### config.mk
export PLATFORM = sky130hd
export DESIGN_NAME = data_mem_arbiter_flat
export DESIGN_NICKNAME = d
export VERILOG_FILES = /design/src/rtl/data_mem_arbiter_pkg.sv /design/src/rtl/data_mem_arbiter_if.sv /design/src/rtl/data_mem_arbiter_rr_pick.sv /design/src/rtl/data_mem_arbiter.sv /design/src/flat_wrapper.sv
export SDC_FILE = /design/constraint.sdc
export NUM_CORES = 1
export LEC_CHECK = 0
export ABC_AREA = 1
export BUFFER_PORTS_ARGS = -buffer_cell sky130_fd_sc_hd__buf_2
export CAP_MARGIN = 10
export CORE_MARGIN = 1
export CORE_UTILIZATION = 40
export DETAILED_ROUTE_END_ITERATION = 10
export GPL_ROUTABILITY_DRIVEN = 1
export PLACE_DENSITY_LB_ADDON = 0.2
export SETUP_SLACK_MARGIN = 0.3
export SLEW_MARGIN = 30
export SYNTH_ARGS = -nofsm -noshare
export SYNTH_HDL_FRONTEND = slang
export SYNTH_SLANG_ARGS = --single-unit
### constraint.sdc
create_clock -name clk -period 2 [get_ports clk]
set_input_delay 0.3 -clock clk [delete_from_list [all_inputs] [get_ports clk]]
set_output_delay 0.3 -clock clk [all_outputs]
set_load 0.005 [all_outputs]
### src/rtl/data_mem_arbiter_pkg.sv
// Shared types for the data-memory arbiter: per-channel handshake states
// and an index-width helper.
package data_mem_arbiter_pkg;

    typedef enum logic [2:0] {
        IDLE        = 3'd0,
        READ_WAIT   = 3'd1,
        WRITE_WAIT  = 3'd2,
        READ_RELAY  = 3'd3,
        WRITE_RELAY = 3'd4
    } chan_state_t;

    // Width of an index into n items, never narrower than one bit.
    function automatic int idx_bits(input int n);
        return (n > 1) ? $clog2(n) : 1;
    endfunction

endpackage

### src/rtl/data_mem_arbiter_if.sv
// Consumer-side and memory-side bus of the data-memory arbiter.
// master = the arbiter, slave = the thread LSUs plus memory.
interface data_mem_arbiter_if #(
    parameter int ADDR_BITS     = 8,
    parameter int DATA_BITS     = 8,
    parameter int NUM_CONSUMERS = 4,
    parameter int NUM_CHANNELS  = 1
);
    logic [NUM_CONSUMERS-1:0]                consumer_read_valid;
    logic [NUM_CONSUMERS-1:0][ADDR_BITS-1:0] consumer_read_address;
    logic [NUM_CONSUMERS-1:0]                consumer_read_ready;
    logic [NUM_CONSUMERS-1:0][DATA_BITS-1:0] consumer_read_data;
    logic [NUM_CONSUMERS-1:0]                consumer_write_valid;
    logic [NUM_CONSUMERS-1:0][ADDR_BITS-1:0] consumer_write_address;
    logic [NUM_CONSUMERS-1:0][DATA_BITS-1:0] consumer_write_data;
    logic [NUM_CONSUMERS-1:0]                consumer_write_ready;

    logic [NUM_CHANNELS-1:0]                 mem_read_valid;
    logic [NUM_CHANNELS-1:0][ADDR_BITS-1:0]  mem_read_address;
    logic [NUM_CHANNELS-1:0]                 mem_read_ready;
    logic [NUM_CHANNELS-1:0][DATA_BITS-1:0]  mem_read_data;
    logic [NUM_CHANNELS-1:0]                 mem_write_valid;
    logic [NUM_CHANNELS-1:0][ADDR_BITS-1:0]  mem_write_address;
    logic [NUM_CHANNELS-1:0][DATA_BITS-1:0]  mem_write_data;
    logic [NUM_CHANNELS-1:0]                 mem_write_ready;

    modport master (
        input  consumer_read_valid, consumer_read_address,
        input  consumer_write_valid, consumer_write_address, consumer_write_data,
        output consumer_read_ready, consumer_read_data, consumer_write_ready,
        output mem_read_valid, mem_read_address,
        output mem_write_valid, mem_write_address, mem_write_data,
        input  mem_read_ready, mem_read_data, mem_write_ready
    );

    modport slave (
        output consumer_read_valid, consumer_read_address,
        output consumer_write_valid, consumer_write_address, consumer_write_data,
        input  consumer_read_ready, consumer_read_data, consumer_write_ready,
        input  mem_read_valid, mem_read_address,
        input  mem_write_valid, mem_write_address, mem_write_data,
        output mem_read_ready, mem_read_data, mem_write_ready
    );
endinterface

### src/rtl/data_mem_arbiter_rr_pick.sv
// Round-robin find-first: first requester at or after start (wrapping)
// that is not excluded.
module rr_pick
    import data_mem_arbiter_pkg::*;
#(
    parameter int N  = 4,
    parameter int PW = idx_bits(N)
) (
    input  logic [N-1:0]  req,
    input  logic [N-1:0]  excl,
    input  logic [PW-1:0] start,
    output logic          found,
    output logic [PW-1:0] idx
);
    always_comb begin
        int p;
        found = 1'b0;
        idx   = '0;
        p     = 0;
        for (int k = 0; k < N; k++) begin
            p = int'(start) + k;
            if (p >= N) p = p - N;
            if (!found && req[p] && !excl[p]) begin
                found = 1'b1;
                idx   = p[PW-1:0];
            end
        end
    end
endmodule

### src/rtl/data_mem_arbiter.sv
// Multiplexes per-thread LSU read/write requests onto NUM_CHANNELS memory
// channels with round-robin fairness; relays completion back to the thread.
module data_mem_arbiter
    import data_mem_arbiter_pkg::*;
#(
    parameter int ADDR_BITS     = 8,
    parameter int DATA_BITS     = 8,
    parameter int NUM_CONSUMERS = 4,
    parameter int NUM_CHANNELS  = 1
) (
    input logic               clk,
    input logic               reset,
    data_mem_arbiter_if.master bus
);
    localparam int PW = idx_bits(NUM_CONSUMERS);
    typedef logic [NUM_CONSUMERS-1:0] cmask_t;

    chan_state_t   state   [NUM_CHANNELS];
    chan_state_t   state_n [NUM_CHANNELS];
    logic [PW-1:0] owner   [NUM_CHANNELS];
    logic [PW-1:0] owner_n [NUM_CHANNELS];
    logic [PW-1:0] pick    [NUM_CHANNELS];
    logic [PW-1:0] rr_ptr, rr_n;
    cmask_t        claim, claim_n, claim_granted, req;
    logic [NUM_CHANNELS-1:0] grant;

    logic [NUM_CHANNELS-1:0]                 mrv_n, mwv_n;
    logic [NUM_CHANNELS-1:0][ADDR_BITS-1:0]  mra_n, mwa_n;
    logic [NUM_CHANNELS-1:0][DATA_BITS-1:0]  mwd_n;
    cmask_t                                  crr_n, cwr_n;
    logic [NUM_CONSUMERS-1:0][DATA_BITS-1:0] crd_n;

    assign req = bus.consumer_read_valid | bus.consumer_write_valid;

    // Lower channels pick first; each one hides its grant from the next.
    for (genvar c = 0; c < NUM_CHANNELS; c++) begin : g_ch
        cmask_t        ex_in, ex_out;
        logic          found, take;
        logic [PW-1:0] idx;

        if (c == 0) begin : g_first
            assign ex_in = claim;
        end else begin : g_next
            assign ex_in = g_ch[c-1].ex_out;
        end

        rr_pick #(.N(NUM_CONSUMERS), .PW(PW)) u_pick (
            .req(req), .excl(ex_in), .start(rr_ptr), .found(found), .idx(idx)
        );

        assign take     = found && (state[c] == IDLE);
        assign ex_out   = take ? (ex_in | (cmask_t'(1) << idx)) : ex_in;
        assign grant[c] = take;
        assign pick[c]  = idx;

        if (c == NUM_CHANNELS - 1) begin : g_last
            assign claim_granted = ex_out;
        end
    end

    always_comb begin
        logic          any_grant;
        logic [PW-1:0] hi;
        state_n   = state;
        owner_n   = owner;
        claim_n   = claim_granted;
        rr_n      = rr_ptr;
        mrv_n     = bus.mem_read_valid;
        mra_n     = bus.mem_read_address;
        mwv_n     = bus.mem_write_valid;
        mwa_n     = bus.mem_write_address;
        mwd_n     = bus.mem_write_data;
        crr_n     = bus.consumer_read_ready;
        crd_n     = bus.consumer_read_data;
        cwr_n     = bus.consumer_write_ready;
        any_grant = 1'b0;
        hi        = '0;
        for (int c = 0; c < NUM_CHANNELS; c++) begin
            case (state[c])
                IDLE: if (grant[c]) begin
                    owner_n[c] = pick[c];
                    if (!any_grant || pick[c] > hi) hi = pick[c];
                    any_grant = 1'b1;
                    // Read wins when a thread raises both.
                    if (bus.consumer_read_valid[pick[c]]) begin
                        mrv_n[c]   = 1'b1;
                        mra_n[c]   = bus.consumer_read_address[pick[c]];
                        state_n[c] = READ_WAIT;
                    end else begin
                        mwv_n[c]   = 1'b1;
                        mwa_n[c]   = bus.consumer_write_address[pick[c]];
                        mwd_n[c]   = bus.consumer_write_data[pick[c]];
                        state_n[c] = WRITE_WAIT;
                    end
                end
                READ_WAIT: if (bus.mem_read_ready[c]) begin
                    mrv_n[c]        = 1'b0;
                    crd_n[owner[c]] = bus.mem_read_data[c];
                    crr_n[owner[c]] = 1'b1;
                    state_n[c]      = READ_RELAY;
                end
                WRITE_WAIT: if (bus.mem_write_ready[c]) begin
                    mwv_n[c]        = 1'b0;
                    cwr_n[owner[c]] = 1'b1;
                    state_n[c]      = WRITE_RELAY;
                end
                READ_RELAY: if (!bus.consumer_read_valid[owner[c]]) begin
                    crr_n[owner[c]]   = 1'b0;
                    claim_n[owner[c]] = 1'b0;
                    state_n[c]        = IDLE;
                end
                WRITE_RELAY: if (!bus.consumer_write_valid[owner[c]]) begin
                    cwr_n[owner[c]]   = 1'b0;
                    claim_n[owner[c]] = 1'b0;
                    state_n[c]        = IDLE;
                end
                default: state_n[c] = IDLE;
            endcase
        end
        if (any_grant) rr_n = (int'(hi) == NUM_CONSUMERS - 1) ? '0 : hi + PW'(1);
    end

    always_ff @(posedge clk) begin
        if (reset) begin
            for (int c = 0; c < NUM_CHANNELS; c++) begin
                state[c] <= IDLE;
                owner[c] <= '0;
            end
            claim                    <= '0;
            rr_ptr                   <= '0;
            bus.mem_read_valid       <= '0;
            bus.mem_read_address     <= '0;
            bus.mem_write_valid      <= '0;
            bus.mem_write_address    <= '0;
            bus.mem_write_data       <= '0;
            bus.consumer_read_ready  <= '0;
            bus.consumer_read_data   <= '0;
            bus.consumer_write_ready <= '0;
        end else begin
            state                    <= state_n;
            owner                    <= owner_n;
            claim                    <= claim_n;
            rr_ptr                   <= rr_n;
            bus.mem_read_valid       <= mrv_n;
            bus.mem_read_address     <= mra_n;
            bus.mem_write_valid      <= mwv_n;
            bus.mem_write_address    <= mwa_n;
            bus.mem_write_data       <= mwd_n;
            bus.consumer_read_ready  <= crr_n;
            bus.consumer_read_data   <= crd_n;
            bus.consumer_write_ready <= cwr_n;
        end
    end
endmodule

### src/flat_wrapper.sv
// flat-port wrapper written by rule: the top's interface ports become plain ports
module data_mem_arbiter_flat import data_mem_arbiter_pkg::*;
#(
    parameter int ADDR_BITS     = 8,
    parameter int DATA_BITS     = 8,
    parameter int NUM_CONSUMERS = 4,
    parameter int NUM_CHANNELS  = 1
)
  (clk, reset, bus_consumer_read_valid, bus_consumer_read_address, bus_consumer_write_valid, bus_consumer_write_address, bus_consumer_write_data, bus_consumer_read_ready, bus_consumer_read_data, bus_consumer_write_ready, bus_mem_read_valid, bus_mem_read_address, bus_mem_write_valid, bus_mem_write_address, bus_mem_write_data, bus_mem_read_ready, bus_mem_read_data, bus_mem_write_ready);
  data_mem_arbiter_if #(.ADDR_BITS(ADDR_BITS), .DATA_BITS(DATA_BITS), .NUM_CONSUMERS(NUM_CONSUMERS), .NUM_CHANNELS(NUM_CHANNELS)) bus_i ();
  input logic clk;
  input logic reset;
  input wire logic [$bits(bus_i.consumer_read_valid)-1:0] bus_consumer_read_valid;
  input wire logic [$bits(bus_i.consumer_read_address)-1:0] bus_consumer_read_address;
  input wire logic [$bits(bus_i.consumer_write_valid)-1:0] bus_consumer_write_valid;
  input wire logic [$bits(bus_i.consumer_write_address)-1:0] bus_consumer_write_address;
  input wire logic [$bits(bus_i.consumer_write_data)-1:0] bus_consumer_write_data;
  output wire logic [$bits(bus_i.consumer_read_ready)-1:0] bus_consumer_read_ready;
  output wire logic [$bits(bus_i.consumer_read_data)-1:0] bus_consumer_read_data;
  output wire logic [$bits(bus_i.consumer_write_ready)-1:0] bus_consumer_write_ready;
  output wire logic [$bits(bus_i.mem_read_valid)-1:0] bus_mem_read_valid;
  output wire logic [$bits(bus_i.mem_read_address)-1:0] bus_mem_read_address;
  output wire logic [$bits(bus_i.mem_write_valid)-1:0] bus_mem_write_valid;
  output wire logic [$bits(bus_i.mem_write_address)-1:0] bus_mem_write_address;
  output wire logic [$bits(bus_i.mem_write_data)-1:0] bus_mem_write_data;
  input wire logic [$bits(bus_i.mem_read_ready)-1:0] bus_mem_read_ready;
  input wire logic [$bits(bus_i.mem_read_data)-1:0] bus_mem_read_data;
  input wire logic [$bits(bus_i.mem_write_ready)-1:0] bus_mem_write_ready;
  assign bus_i.consumer_read_valid = bus_consumer_read_valid;
  assign bus_i.consumer_read_address = bus_consumer_read_address;
  assign bus_i.consumer_write_valid = bus_consumer_write_valid;
  assign bus_i.consumer_write_address = bus_consumer_write_address;
  assign bus_i.consumer_write_data = bus_consumer_write_data;
  assign bus_consumer_read_ready = bus_i.consumer_read_ready;
  assign bus_consumer_read_data = bus_i.consumer_read_data;
  assign bus_consumer_write_ready = bus_i.consumer_write_ready;
  assign bus_mem_read_valid = bus_i.mem_read_valid;
  assign bus_mem_read_address = bus_i.mem_read_address;
  assign bus_mem_write_valid = bus_i.mem_write_valid;
  assign bus_mem_write_address = bus_i.mem_write_address;
  assign bus_mem_write_data = bus_i.mem_write_data;
  assign bus_i.mem_read_ready = bus_mem_read_ready;
  assign bus_i.mem_read_data = bus_mem_read_data;
  assign bus_i.mem_write_ready = bus_mem_write_ready;
  data_mem_arbiter #(.ADDR_BITS(ADDR_BITS), .DATA_BITS(DATA_BITS), .NUM_CONSUMERS(NUM_CONSUMERS), .NUM_CHANNELS(NUM_CHANNELS)) u_core (.clk(clk), .reset(reset), .bus(bus_i));
endmodule
# == After elaboration in Yosys (flattened, before gate mapping) ==
# Index checks and enable logic that the tools add are counted.
# totals
register_bits,77
input_bits,116
out_inout_bits,66
elab_cells,169
# classes
n_addsub,8
magnitude_cmp,11
n_eq_ne,12
shifts,1
mux,83
bitwise,9
reduce_logical,30
# ops
op,n
$lt 32x4->1 const B,4
$mux 32,4
$bmux 8 s2,3
$bwmux 32,1
$mux 1,32
$mux 8,4
$mux 4,7
$pmux 4 s2,3
$bmux 1 s2,11
$demux 8 s2,1
$mux 2,8
$or 4x4->4,4
$mux 3,5
$pmux 3 s5,1
$and 4x4->4,3
$ne 2x2->1 const B,6
$reduce_and 3->1,4
$sub 3x3->4 const B,3
$ge 3x3->1 const B,3
$logic_and 1x1->1,9
$reduce_and 4->1,2
$reduce_bool 2->1,4
$logic_not 1->1,7
$add 2x2->3 const B,2
19 further kinds,23

# == Logic depth before layout (Yosys ltp) ==
# depth
word_depth,26
mapped_depth,20
ltp_nobuf,19

# == Cells and area by module ==
# A second synthesis with hierarchy kept.
# unflattened
hier_cells,614
hier_area_um2,3948.8
# modules_own_cells
mod,n_inst,cells_each,area_each_um2
data_mem_arbiter,1,560,3679.8
rr_pick,1,54,269.0

# == Least setup slack after synthesis ==
# Ideal clock, no wire load.
# synth_path
kind,register -> register
start,register u_core.rr_ptr[0]
end,register u_core.bus.mem_write_address[1]
setup_ns,0.113
t_arrival_ns,1.945
t_required_ns,1.887
setup_slack_ns,-0.058
stages_incl_launch_ff,20
path_buffers,2
cell_sequence,dfxtp_1 buf_6 nand2_1 nand2_1 nor2_1 nand2_1 nand2_1 nor2_4 nand2_1 nand3_1 nand2_2 nand2_8 inv_2 nand2_2 nand2_4 nor2_8 inv_2 buf_6 nor2_1 nor2_1
# synth_between
elab_chain_len,24
elab_cells_between_ends,68
cone_classes,7 x add/sub; 4 x order compare; 40 x mux; 1 x bitwise; 16 x reduce/logical
# synth_rtl
item,line,text
"start, declared",data_mem_arbiter.sv:23,"logic [PW-1:0] rr_ptr, rr_n;"
"start signal, assigned",data_mem_arbiter.sv:143,rr_ptr <= rr_n;
$sub 2x3->4 / $ge 2x3->1 (equally long branches),data_mem_arbiter_rr_pick.sv:22,if (p >= N) p = p - N;
$mux 32,data_mem_arbiter_rr_pick.sv:22,
$bmux 1 s2,data_mem_arbiter_rr_pick.sv:23,if (!found && req[p] && !excl[p]) begin
$mux 1 (implied by the code) (2 in a row),data_mem_arbiter_rr_pick.sv:23,
$logic_not 1->1,data_mem_arbiter_rr_pick.sv:23,
$logic_and 1x1->1,data_mem_arbiter_rr_pick.sv:23,
$mux 1,data_mem_arbiter_rr_pick.sv:23,
$logic_not 1->1,data_mem_arbiter_rr_pick.sv:23,
[... 6 more ...],-,
$mux 1,data_mem_arbiter_rr_pick.sv:23,
$logic_not 1->1,data_mem_arbiter_rr_pick.sv:23,
$logic_and 1x1->1 (2 in a row),data_mem_arbiter_rr_pick.sv:23,
$mux 2,data_mem_arbiter_rr_pick.sv:23,
$bmux 1 s2,data_mem_arbiter.sv:85,if (bus.consumer_read_valid[pick[c]]) begin
$mux 1 (implied by the code),data_mem_arbiter.sv:85,
$not 1->1 (no line),-,
$reduce_and 3->1 (no line),-,
"end signal, assigned",data_mem_arbiter.sv:147,bus.mem_write_address <= mwa_n;
"end, declared",data_mem_arbiter_if.sv:32,"output mem_write_valid, mem_write_address, mem_write_data,"
# Several ways; a longest one is shown, not always the timed one. The select of a mux whose other input is x is not followed.
# A chain may end at the register's enable or synchronous reset.

# == Worst setup path in the final report ==
# layout_path
start,register u_core.rr_ptr[0]
end,register u_core.claim[3]
# layout_between
elab_chain_len,26
elab_cells_between_ends,69
cone_classes,7 x add/sub; 4 x order compare; 1 x shift; 40 x mux; 2 x bitwise; 15 x reduce/logical
# layout_rtl
item,line,text
$sub 2x3->4 / $ge 2x3->1 (equally long branches),data_mem_arbiter_rr_pick.sv:22,
$mux 32,data_mem_arbiter_rr_pick.sv:22,
$bmux 1 s2,data_mem_arbiter_rr_pick.sv:23,
$mux 1 (implied by the code) (2 in a row),data_mem_arbiter_rr_pick.sv:23,
$logic_not 1->1,data_mem_arbiter_rr_pick.sv:23,
$logic_and 1x1->1,data_mem_arbiter_rr_pick.sv:23,
$mux 1,data_mem_arbiter_rr_pick.sv:23,
$logic_not 1->1,data_mem_arbiter_rr_pick.sv:23,
[... 8 more ...],-,
$logic_and 1x1->1 (2 in a row),data_mem_arbiter_rr_pick.sv:23,
$mux 2,data_mem_arbiter_rr_pick.sv:23,
$shl 1x2->4,data_mem_arbiter.sv:52,assign ex_out = take ? (ex_in | (cmask_t'(1) << idx)) : ex_in;
$or 4x4->4,data_mem_arbiter.sv:52,
$mux 4 (*),data_mem_arbiter.sv:52,
$and 4x4->4 (no line),-,
$mux 4 (on tied branches),"data_mem_arbiter.sv:112, data_mem_arbiter.sv:107",
$pmux 4 s2 (*),data_mem_arbiter.sv:79,case (state[c])
"end signal, assigned",data_mem_arbiter.sv:142,claim <= claim_n;
"end, declared",data_mem_arbiter.sv:24,"cmask_t claim, claim_n, claim_granted, req;"
# Mark *: on every way between the ends. The rest lies on a longest branch, timed or not. The select of a mux whose other input is x is not followed.

==> impl_metrics.ini <==
[sta]
clock.fmax_mhz = 443.3
rsz0062_at_grt = true
hold_violations = 0
slew_violations = 0
min_period_ns = 2.256
tns_ns = -6.625
timing.final.crit_share_pct = 112.8
worst_pin_slew_ns = 0.4334
setup_viol = 36
slew_headroom_pct = 70.36
finalWorstSetupSlack_ns = -0.2558
finalClockSkew_ns = 0.01342

[pwr]
power_frac_clock_pct = 9.1
switchingPower_mw = 6.671
p_leak_nw = 3.243
pwr-share-seq_pct = 15.1
switching_share_pct = 47.91
power_density_nw_per_um2 = 2115
combPwrFrac_pct = 75.8
ir_drop_mv = 1.190
p_int_mw = 7.253

[synth]
syn_nets = 737
synth_edf_count = 0
ys_types = 30
synth_cells = 621
synthArstFlopShare_pct = 0
ys_seq_elements = 77
synth.cell_area_um2 = 4059
synth.most_common_cell = nand2_1
synth_commonest_cells = 130 x nand2_1, 119 x nor2_1, 77 x dfxtp_1
synth_ff_type = dfxtp_1
ys_seq_area_share_pct = 37.98
synthTopCellsByArea = dfxtp_1 38%, nand2_1 12%, nor2_1 11%
yosys.area.top_type_share_pct = 37.98
synth.largest_area_cell = dfxtp_1
postSynthAreaPerCell_um2 = 6.536
ys.warnings.count = 0

[critical_path]
crit_path_frequent_cell = buf_6
critPathKind = reg -> reg
critPathMaxFanout = 8
worstSetupEndpointType = flop
worstSetupStartpointType = flop
crit_chain = buf_8 > nand2_2 > nand2_2 > nand3_2 > nand2_4 > nor2_4 > buf_6 > buf_4 > buf_6 > nand3_4 > nand2_4 > buf_6 > buf_6 > buf_6 > o21ai_2 > nand2_1 > nor2_1
crit_required_ns = 2.30
cp_slowest_stage_delay_ns = 0.43
cpMaxStageDelayCell = dfxtp_4
worstPathArrival_ns = 2.56

[global_routing]
grt_pass1_vias = 4797
grtUsageTotal_pct = 27.01
grt.overflow.total = 0
antenna_found_initial = 0
grt_start_max_net_pins = 38
grtUsageMet2_pct = 45.03
grt.met3_usage_pct = 5.831
use_met1_pct = 34.70
grt_pass1_wl_um = 22290
top_usage_layer = met2

[cells_and_area]
diodes = 0
area.growth.synth_to_final_pct = 62.21
nets = 992
drive_gt1_share_pct = 45.97
final_cell_area_um2 = 6584

[die]
die_x_um = 102.7
start_util_pct = 41.34
die_area_um2 = 10550
row_count = 36
die_h_um = 102.7
ios = 182
core-area_um2 = 9819

[clocking]
cts_hold_buf = 0
root_buffer = clkbuf_8
cts_tree = yes
clk_path_buf_depth = 2
clk_pin_slew_ns = 0.09
cts_buffers = 9
worstSkewPairLatency_ns = 0.36
ctsHtreeMaxLevel = 3
clock_sinks = 77

[status]
status = finished, violations left
violations = setup timing

[routing]
firstDrtPassIters = 4
num_vias = 5227
routed_wl_um = 15020
drcViolationCount = 0
drt_iter0_markers = 238
wire_per_inst_um = 14.81
viasPerCell = 5.155
ant_nets = 0

[placed_design]
io_buffers = 181
dpl_cell_area_um2 = 5477
gp_congestion = 0.8755
hpwl_um = 10360

[run]
max-cap-violations = 0

[min_path]
hold_class = in -> reg
power by group through the flow:
stage          Clock (mW)  Combinational [mW]  Sequential, mW
6_report             1.27                10.6            2.10
5_1_grt              1.35                11.5            2.13
4_1_cts              1.29                8.91            2.07
3_5_place_dp            0                7.36            2.09
3_3_place_gp            0                7.32            2.09
2_1_floorplan           0                5.27            2.07
kinds of logic after synthesis:
logic type | after synthesis | synth area share (%)
buf+inv | 79 | 8.939
simple gates | 369 | 40.51
compound gates | 96 | 12.58
flops | 77 | 37.98
cells in the final DEF (no fill, tap or decap), types with 9 or more instances in the layout:
master / synthesis / routed
buf_4: 6 / 57
o21ai_0: 44 / 28
buf_2: 5 / 181
buf_6: 4 / 20
dfxtp_1: 77 / 71
inv_1: 43 / 37
nor2_1: 119 / 107
clkbuf_8: 0 / 9
nand3_1: 74 / 61
nand4_1: 24 / 24
nand2_1: 130 / 97
a21oi_1: 30 / 23
o21ai_1: 11 / 21
nand2_4: 1 / 13
nand2_2: 6 / 26
worst paths after layout:
path	slack, ns	cells after the start	startpoint	end
worst max register to register	-0.26	17	u_core.rr_ptr[0]	u_core.claim[3]
worst max-delay path	-0.26	17	u_core.rr_ptr[0]	u_core.claim[3]
worst min register to register	0.47	2	u_core.bus.consumer_read_data[4]	u_core.bus.consumer_read_data[4]
worst min-delay path	0.23	3	bus_mem_write_ready	u_core.state[2]
routing by layer:
metal / part of all wire [%] / up-vias
met4: 1.7 / 0
met1: 42 / 2428
met5: 0 / -
met3: 6.5 / 25
met2: 49 / 205
li1: - / 2569
per-stage QoR:
stage | total power [mW] | instances | utilization [%] | hold WS [ns] | setup WS, ns
final | 13.92 | 1014 | 67.05 | 0.2323 | -0.2558
after global routing | 14.94 | 1014 | 67.05 | 0.2377 | -0.3359
after CTS | 12.27 | 994 | 62.33 | 0.2112 | -0.07149
after detailed placement | 9.457 | 966 | 55.77 | 0.4442 | -0.1660
after global placement | 9.417 | 966 | 55.77 | 0.4413 | -0.1311
after floorplan | 7.340 | 621 | - | 0.3687 | 0.02241
what timing repair did:
action,in CTS,in global routing
cloned,1,5
setup buffers,11,15
hold endpoints to repair,0,0
resized for setup,98,75
pin swaps,17,55
endpoints found under the setup margin,68,76
layout make-up:
cell class / count / area [um2]
repair inverters: 3 / 11.26
clock inverters: 7 / 91.34
flip-flops and latches: 77 / 1556
inverters: 51 / 230.2
fillers: 845 / 3236
well taps: 133 / 166.4
repair buffers: 269 / 1787
clock buffers: 9 / 123.9
multi-input cells: 465 / 2618
critical path, delay by kind of cell, from the launching register on:
family	cells	cell delay (ns)
AO/OA/AOI/OAI	1	0.14
buffers and inverters	7	0.90
flip-flops	1	0.43
AND/OR/NAND/NOR	9	0.74
Note: power is estimated with default switching activity, not from simulation.
